**src/rtl/ex_mem.sv**
```systemverilog
// ex_mem: execute -> memory pipeline register for the five-stage MIPS core.
// It carries the GPR and HI/LO write requests forward one cycle. It also
// holds the intermediate product and step counter of a two-cycle accumulate,
// so execute can pick them up again on its next cycle.
module ex_mem #(
    parameter int STALL_W = 6,
    parameter int EX_IDX  = 3,
    parameter int MEM_IDX = 4
) (
    input  logic               clk,
    input  logic               rst,
    input  logic [STALL_W-1:0] stall,
    input  logic               flush,
    input  logic [4:0]         ex_wd,
    input  logic               ex_wreg,
    input  logic [31:0]        ex_wdata,
    input  logic [31:0]        ex_hi,
    input  logic [31:0]        ex_lo,
    input  logic               ex_whilo,
    input  logic [63:0]        hilo_i,
    input  logic [1:0]         cnt_i,
    output logic [4:0]         mem_wd,
    output logic               mem_wreg,
    output logic [31:0]        mem_wdata,
    output logic [31:0]        mem_hi,
    output logic [31:0]        mem_lo,
    output logic               mem_whilo,
    output logic [63:0]        hilo_o,
    output logic [1:0]         cnt_o
);

    // Execute is held while memory keeps moving: a NOP goes down the pipe.
    logic bubble;
    // Memory is held; this includes the illegal pattern with execute running.
    logic hold;

    assign bubble = stall[EX_IDX] && !stall[MEM_IDX];
    assign hold   = stall[MEM_IDX];

    // Priority: reset, flush, bubble, hold, advance. Hold assigns nothing.
    always_ff @(posedge clk) begin
        if (rst || flush) begin
            mem_wd    <= 5'd0;
            mem_wreg  <= 1'b0;
            mem_wdata <= 32'h0;
            mem_hi    <= 32'h0;
            mem_lo    <= 32'h0;
            mem_whilo <= 1'b0;
            hilo_o    <= 64'h0;
            cnt_o     <= 2'b00;
        end else if (bubble) begin
            // The NOP writes nothing, but the accumulate state is kept
            // so the stalled multi-cycle op can finish next cycle.
            mem_wd    <= 5'd0;
            mem_wreg  <= 1'b0;
            mem_wdata <= 32'h0;
            mem_hi    <= 32'h0;
            mem_lo    <= 32'h0;
            mem_whilo <= 1'b0;
            hilo_o    <= hilo_i;
            cnt_o     <= cnt_i;
        end else if (!hold) begin
            // Normal advance; temp state is cleared so a finished
            // accumulate leaves nothing stale behind.
            mem_wd    <= ex_wd;
            mem_wreg  <= ex_wreg;
            mem_wdata <= ex_wdata;
            mem_hi    <= ex_hi;
            mem_lo    <= ex_lo;
            mem_whilo <= ex_whilo;
            hilo_o    <= 64'h0;
            cnt_o     <= 2'b00;
        end
    end

endmodule

```
**config.mk**
```make
export PLATFORM = sky130hd
export DESIGN_NAME = ex_mem
export DESIGN_NICKNAME = d
export VERILOG_FILES = /design/src/rtl/ex_mem.sv
export SDC_FILE = /design/constraint.sdc
export NUM_CORES = 1
export LEC_CHECK = 0
export ABC_AREA = 1
export CAP_MARGIN = 15
export CORE_MARGIN = 5
export CORE_UTILIZATION = 39
export DETAILED_ROUTE_END_ITERATION = 10
export PLACE_DENSITY = 0.79
export SLEW_MARGIN = 20
export SYNTH_ARGS = -nofsm -noshare
export SYNTH_HDL_FRONTEND = slang
export SYNTH_SLANG_ARGS = --single-unit
```
**constraint.sdc**
```tcl
create_clock -name clk -period 1.15 [get_ports clk]
set_input_delay 0.1725 -clock clk [delete_from_list [all_inputs] [get_ports clk]]
set_output_delay 0.1725 -clock clk [all_outputs]
set_load 0.03 [all_outputs]
```
==> impl_metrics.env, run 1 <==
export IMPL_place_hpwl_mm=15.03
export IMPL_die_w_um=136.4
export IMPL_synth_largest_area_cell="dfxtp_1"
export IMPL_maxSlewViolCount=0
export IMPL_critPathTopFamily="flip-flops"
export IMPL_worstPathArrival_ns=0.94
export IMPL_synth_simple_gate_area_share=0.2188
export IMPL_number_of_buffers_created_by_cts=17
export IMPL_max_freq_ghz=0.8999
export IMPL_dominant_combinational_cell_family_by_area_after_synthesis="simple AND/OR/NAND/NOR gates"
export IMPL_status="completed"
export IMPL_first_global_vias=5854
export IMPL_slew_headroom=0.7484
export IMPL_min_delay_path_class="in -> reg"
export IMPL_detailroute_via_count=6092
export IMPL_required_time_of_the_worst_setup_path_ns=0.98
export IMPL_area_share_of_the_largest_cell_type_after_synthesis=0.5432
export IMPL_most_numerous_cell_types_in_the_synthesized_netlist="nand2_1, dfxtp_1, a21oi_1, a21oi_2, nand3_1"
export IMPL_antenna_violating_nets_post_route=0
export IMPL_crit_path_cell_trace="buf_12"
export IMPL_post_route_cells_drive_above_1_share=0.2794
export IMPL_mappedNetlistArea_mm2=0.006228
export IMPL_worst_path_max_delay_cell="dfxtp_1"
export IMPL_least_margin_pin_slew_ns=0.3774
export IMPL_htree_num_levels=4
export IMPL_place_gp_congestion=0.8256
export IMPL_number_of_iterations_in_the_first_detailed_routing_pass=6
export IMPL_floorplan_initialDensity=0.3950
export IMPL_global_route_overflow_total=0
export IMPL_io_pins=347
export IMPL_dr_first_iter_drc_count=261
export IMPL_final_core_utilization=0.6486
export IMPL_asyncSetResetFlopFracSynth=0
export IMPL_hold_worst_slack_ns=0.1097
export IMPL_synth_edf_count=0
export IMPL_setup_viol_count_final=0
export IMPL_p_leak_nw=3.971
export IMPL_drt_wl_total_mm=20.32
export IMPL_post_synth_cell_area_avg_um2=8.383
export IMPL_clock_sink_count=169
export IMPL_maxCapViolCount=0
export IMPL_worst_skew_pair_late_latency_ns=0.42
export IMPL_synth_yosys_seq_area_share=0.5432
export IMPL_worst_clock_skew_ns=0
export IMPL_drc_errors=0
export IMPL_period_share=0.9663
export IMPL_n_antenna_cell=0
export IMPL_grt_pass1_wl_mm=30.83
export IMPL_io_buffers=342
export IMPL_routed_wire_length_per_instance_um=15.80
export IMPL_synthXorXnorAreaFrac=0
export IMPL_cts_root_buffer="clkbuf_16"
export IMPL_netlist_instances=743
export IMPL_cts_max_path_buffers=2
export IMPL_vias_per_cell=4.737
export IMPL_pwr_density_cell_mw_per_mm2=1331
export IMPL_floorplan_die_height_um=136.4
export IMPL_buf_inv_stages_crit_path=1
export IMPL_totalNegativeSetupSlack_ns=0
export IMPL_max_vdd_ir_drop_uv=931.6
export IMPL_fraction_of_the_mapped_netlist_area_in_compound_gates=0.1780
export IMPL_worst_path_max_fanout=2
export IMPL_cp_start_kind="flip-flop"
export IMPL_rsz0062_at_grt="no"
export IMPL_synthesis_stage_register_bit_count=169
export IMPL_grt_antenna_before_repair=0
export IMPL_critical_path_endpoint_type="primary output"
export IMPL_numnets_final=1238
export IMPL_power_total_mw=13.61
export IMPL_muxShareOfSynthArea=0
export IMPL_floorplan_die_area_mm2=0.01860
export IMPL_post_synth_num_cell_types=13
export IMPL_total_number_of_yosys_warnings=0
export IMPL_period_minus_slack_ns=1.111
export IMPL_grt_max_degree=81
export IMPL_synth_net_count=921
export IMPL_netlist_top_cells_area="dfxtp_1, nand2_1, a21oi_2"
export IMPL_clk_pin_slew_worst_paths_ns=0.06
export IMPL_ys_flop_type="dfxtp_1"
export IMPL_design_core_area_mm2=0.01577
export IMPL_area_growth_syn_to_layout_pct=64.22
export IMPL_adder_cell_area_share_of_the_yosys_netlist=0
export IMPL_cts_tree="done"
export IMPL_rows=46
export IMPL_hold_viol_final=0
export IMPL_groute_usage_overall=0.2105
export IMPL_critical_path_max_stage_delay_ns=0.38
export IMPL_synth_most_common_cell="nand2_1"
export IMPL_path_class="reg -> out"
routing by layer:
| layer | share of wire | vias to the layer above | wire length (um) | global-route usage |
|---|---|---|---|---|
| met4 | 0.025 | 0 | 514 | 0.08175 |
| li1 | - | 3057 | - | - |
| met3 | 0.11 | 35 | 2273 | 0.09474 |
| met5 | 0 | - | 0 | 0 |
| met1 | 0.38 | 2739 | 7722 | 0.2349 |
| met2 | 0.48 | 261 | 9810 | 0.3517 |
path summary, 6_finish.rpt:
kind / slack [ns] / depth (start not counted) / end / start
worst min-delay path: 0.11 / 4 / hilo_o[27] / stall[4]
worst max register to register: 0.48 / 2 / mem_wdata[5] / mem_wdata[5]
worst max-delay path: 0.04 / 1 / hilo_o[23] / hilo_o[23]
worst min register to register: 0.46 / 2 / mem_wdata[26] / mem_wdata[26]
tightest hold or removal path, stage by stage:
cell and delay [ns]:
buf_4 0.12, inv_4 0.07, nand3_1 0.06, a21oi_1 0.05
metrics by stage:
step	cell area [um^2]	worst slack, ns	cells
2_1_floorplan	6228	0.1718	743
3_3_place_gp	9595	-0.3573	1257
3_5_place_dp	9595	-0.3546	1257
4_1_cts	10170	0.004051	1286
5_1_grt	10230	0.0001974	1286
6_report	10230	0.03873	1286
logic make-up (layout without fill, tap and decap cells):
group	count (synthesis)	after routing
buffers and inverters	64	391
flip-flops	169	169
AND/OR/NAND/NOR	341	341
AO/OA/AOI/OAI	169	169
cells in the final DEF, fill, tap and decap left out, drive strengths merged:
| cell type | n |
|---|---|
| dfxtp | 169 |
| nor2 | 1 |
| buf | 189 |
| bufinv | 3 |
| inv | 2 |
| clkbuf | 21 |
| clkinv | 3 |
| nand2 | 274 |
| a21oi | 169 |
| clkinvlp | 2 |
| nand3 | 66 |
| clkdlybuf4s50 | 171 |
sequential cells by signal, indices dropped and copies added, names as in the netlist:
| register | count |
|---|---|
| hilo_o | 64 |
| mem_hi | 32 |
| mem_lo | 32 |
| mem_wdata | 32 |
| mem_wd | 5 |
| cnt_o | 2 |
| mem_whilo | 1 |
| mem_wreg | 1 |
timing repair:
item                                   in CTS  in global routing
resized for setup                           2                 21
setup buffers                               0                  0
setup endpoints to repair                   2                 19
hold buffers                                0                  0
endpoints found under the hold margin       0                  0
cell type report:
class,instances,area [um^2]
well taps,216,270.3
clock inverters,8,123.9
fillers,1364,5542
clock buffers,21,450.4
repair buffers,360,3498
inverters,2,10.01
flip-flops and latches,169,3397
multi-input cells,510,2479
report_power, final:
part           switching, mW  internal [mW]  total [mW]
clock network           2.22           3.43        5.66
registers             0.0823           6.00        6.08
logic                  0.935          0.942        1.88
total                   3.24           10.4        13.6
No activity file was read; power rests on OpenSTA's default activity.
==> run 2, diff against run 1 <==
Settings changed: PLACE_DENSITY 0.79 to 0.81.
==> run 2 against run 1 <==
Clock skew unchanged. Final cell count up 0.86%. Hold slack better by 0.13 ns. Die area unchanged. First-iteration DRC count up 15%. Via count up 1.6%. Maximum frequency down 0.86%. Clock power down 3%. Critical endpoint is now mem_hi[0].
==> impl_metrics.env, run 2 (synthesis results as in run 1) <==
export IMPL_cts_max_path_buffers=2
export IMPL_place_hpwl_mm=15.01
export IMPL_cts_tree="done"
export IMPL_required_time_of_the_worst_setup_path_ns=0.98
export IMPL_p_switching_mw=3.459
export IMPL_regArea_mm2=0.003398
export IMPL_hold_worst_slack_ns=0.2424
export IMPL_post_route_cells_drive_above_1_share=0.2895
export IMPL_least_margin_pin_slew_ns=0.4480
export IMPL_period_minus_slack_ns=1.121
export IMPL_number_of_flip_flops_in_the_largest_register=64
export IMPL_grt_pass1_wl_mm=31.18
export IMPL_rr_startpoint="hilo_o[11]"
export IMPL_htree_num_levels=4
export IMPL_area_growth_syn_to_layout_pct=62.86
export IMPL_setup_viol_count_final=0
export IMPL_worst_path_max_fanout=2
export IMPL_worstSetupPathDepth=1
export IMPL_most_common_library_cell_in_the_layout_ignoring_fill_and_taps="nand2_1"
export IMPL_crit_path_cell_trace="buf_6"
export IMPL_worst_skew_pair_late_latency_ns=0.42
export IMPL_groute_usage_overall=0.2126
export IMPL_worstPathArrival_ns=0.95
export IMPL_design_core_area_mm2=0.01577
export IMPL_combined_area_of_the_multi_input_logic_cells_mm2=0.002481
export IMPL_cp_start_kind="flip-flop"
export IMPL_nFillCells=1354
export IMPL_regToRegSetupSlack_ns=0.49
export IMPL_cts_root_buffer="clkbuf_16"
export IMPL_worst_clock_skew_ns=0
export IMPL_vias_per_cell=4.770
export IMPL_combinational_share_of_power=0.140
export IMPL_critPathTopFamily="flip-flops"
export IMPL_routed_wire_length_per_instance_um=15.86
export IMPL_clock_sink_count=169
export IMPL_max_freq_ghz=0.8921
export IMPL_most_common_layout_cells="nand2_1, clkdlybuf4s50_1, buf_4"
export IMPL_critical_path_max_stage_delay_ns=0.37
export IMPL_number_of_iterations_in_the_first_detailed_routing_pass=4
export IMPL_power_frac_seq=0.451
export IMPL_max_flop_register="hilo_o"
export IMPL_worst_r2r_path_depth=2
export IMPL_maxSlewViolCount=0
export IMPL_critical_path_endpoint_type="primary output"
export IMPL_drt_wl_total_mm=20.57
export IMPL_hold_start="stall[4]"
export IMPL_global_route_usage_met1=0.2397
export IMPL_numnets_final=1246
export IMPL_n_antenna_cell=0
export IMPL_floorplan_die_height_um=136.4
export IMPL_slew_headroom=0.7013
export IMPL_io_buffers=342
export IMPL_path_class="reg -> out"
export IMPL_worst_setup_path_startpoint="mem_hi[0]"
export IMPL_totalNegativeSetupSlack_ns=0
export IMPL_dr_first_iter_drc_count=299
export IMPL_p_leak_nw=3.959
export IMPL_first_global_vias=5988
export IMPL_detailroute_via_count=6187
export IMPL_maxCapViolCount=0
export IMPL_global_route_overflow_total=0
export IMPL_gr_max_usage_layer="met2"
export IMPL_die_w_um=136.4
export IMPL_floorplan_initialDensity=0.3950
export IMPL_grt_antenna_before_repair=0
export IMPL_min_delay_path_class="in -> reg"
export IMPL_final_core_utilization=0.6432
export IMPL_place_gp_congestion=0.7947
export IMPL_status="completed"
export IMPL_placed_area_mm2=0.009468
export IMPL_proportion_of_total_power_due_to_net_switching=0.2570
export IMPL_io_pins=347
export IMPL_floorplan_die_area_mm2=0.01860
export IMPL_hold_viol_final=0
export IMPL_rows=46
export IMPL_antenna_violating_nets_post_route=0
export IMPL_groute_layer_met3_usage=0.1014
export IMPL_drc_errors=0
export IMPL_final_std_cell_area_no_fill_mm2=0.01014
export IMPL_share_clk_of_total_power=0.408
export IMPL_grt_max_degree=102
export IMPL_internal_power_mw=10.00
export IMPL_pwr_density_cell_mw_per_mm2=1327
export IMPL_number_of_buffers_created_by_cts=17
export IMPL_min_path_cells=5
export IMPL_clk_pin_slew_worst_paths_ns=0.07
export IMPL_gr_usage_met2=0.3456
export IMPL_period_share=0.9747
export IMPL_max_vdd_ir_drop_uv=883.7
export IMPL_buf_inv_stages_crit_path=1
export IMPL_worst_path_max_delay_cell="dfxtp_1"
## run 2: changes by cell type in the layout (fill, tap and decap cells not counted), moves of 2 or more
| cell | before | now |
|---|---|---|
| buf_12 | 26 | 11 |
| buf_4 | 150 | 160 |
| buf_6 | 12 | 25 |
| bufinv_16 | 3 | 1 |
| clkinvlp_4 | 2 | 6 |
| inv_6 | 0 | 2 |
## run 2: worst min-delay path: stages
cell     delay (ns)
buf_4          0.13
inv_4          0.07
buf_12         0.14
nand2_1        0.06
a21oi_2        0.04
## run 2: final cells by class
class                           instances  area share
Timing Repair Buffer                  368      0.3371
Sequential cell                       169      0.3350
Multi-Input combinational cell        510      0.2446
Clock buffer                           20     0.04404
Tap cell                              216     0.02664
Clock inverter                         12     0.01159
Inverter                                2   0.0009868
## run 2: final timing paths
path              endpoint
min reg2reg      hilo_o[9]
max reg2reg     hilo_o[11]
min          mem_wdata[13]
max              mem_hi[0]
## run 2: metal layers
metal	vias up	share of wire
li1	3085	-
met4	0	0.028
met3	40	0.11
met1	2804	0.39
met2	258	0.47
met5	-	0
## run 2: what timing repair did
| action | CTS | global route |
|---|---|---|
| endpoints found under the setup margin | 5 | 29 |
| endpoints found under the hold margin | 0 | 0 |
| setup buffers | 0 | 0 |
| hold buffers | 0 | 0 |
| resized for setup | 5 | 33 |
## run 2: stage by stage
| step | power [mW] | setup WS [ns] | instances |
|---|---|---|---|
| final | 13.46 | 0.02911 | 1297 |
| after global routing | 13.97 | -0.009565 | 1297 |
| after global placement | 8.069 | -0.3503 | 1265 |
| after CTS | 13.56 | 0.003170 | 1297 |
| after detailed placement | 8.081 | -0.3581 | 1265 |
| after floorplan | 7.071 | 0.1718 | 743 |
## run 2: power by group through the flow
stage | clock [mW] | combinational, mW | sequential [mW]
floorplan | 0 | 0.598 | 6.47
global placement | 0 | 1.87 | 6.20
detailed placement | 0 | 1.88 | 6.20
CTS | 5.60 | 1.89 | 6.07
global route | 5.86 | 2.02 | 6.09
finish | 5.50 | 1.89 | 6.08
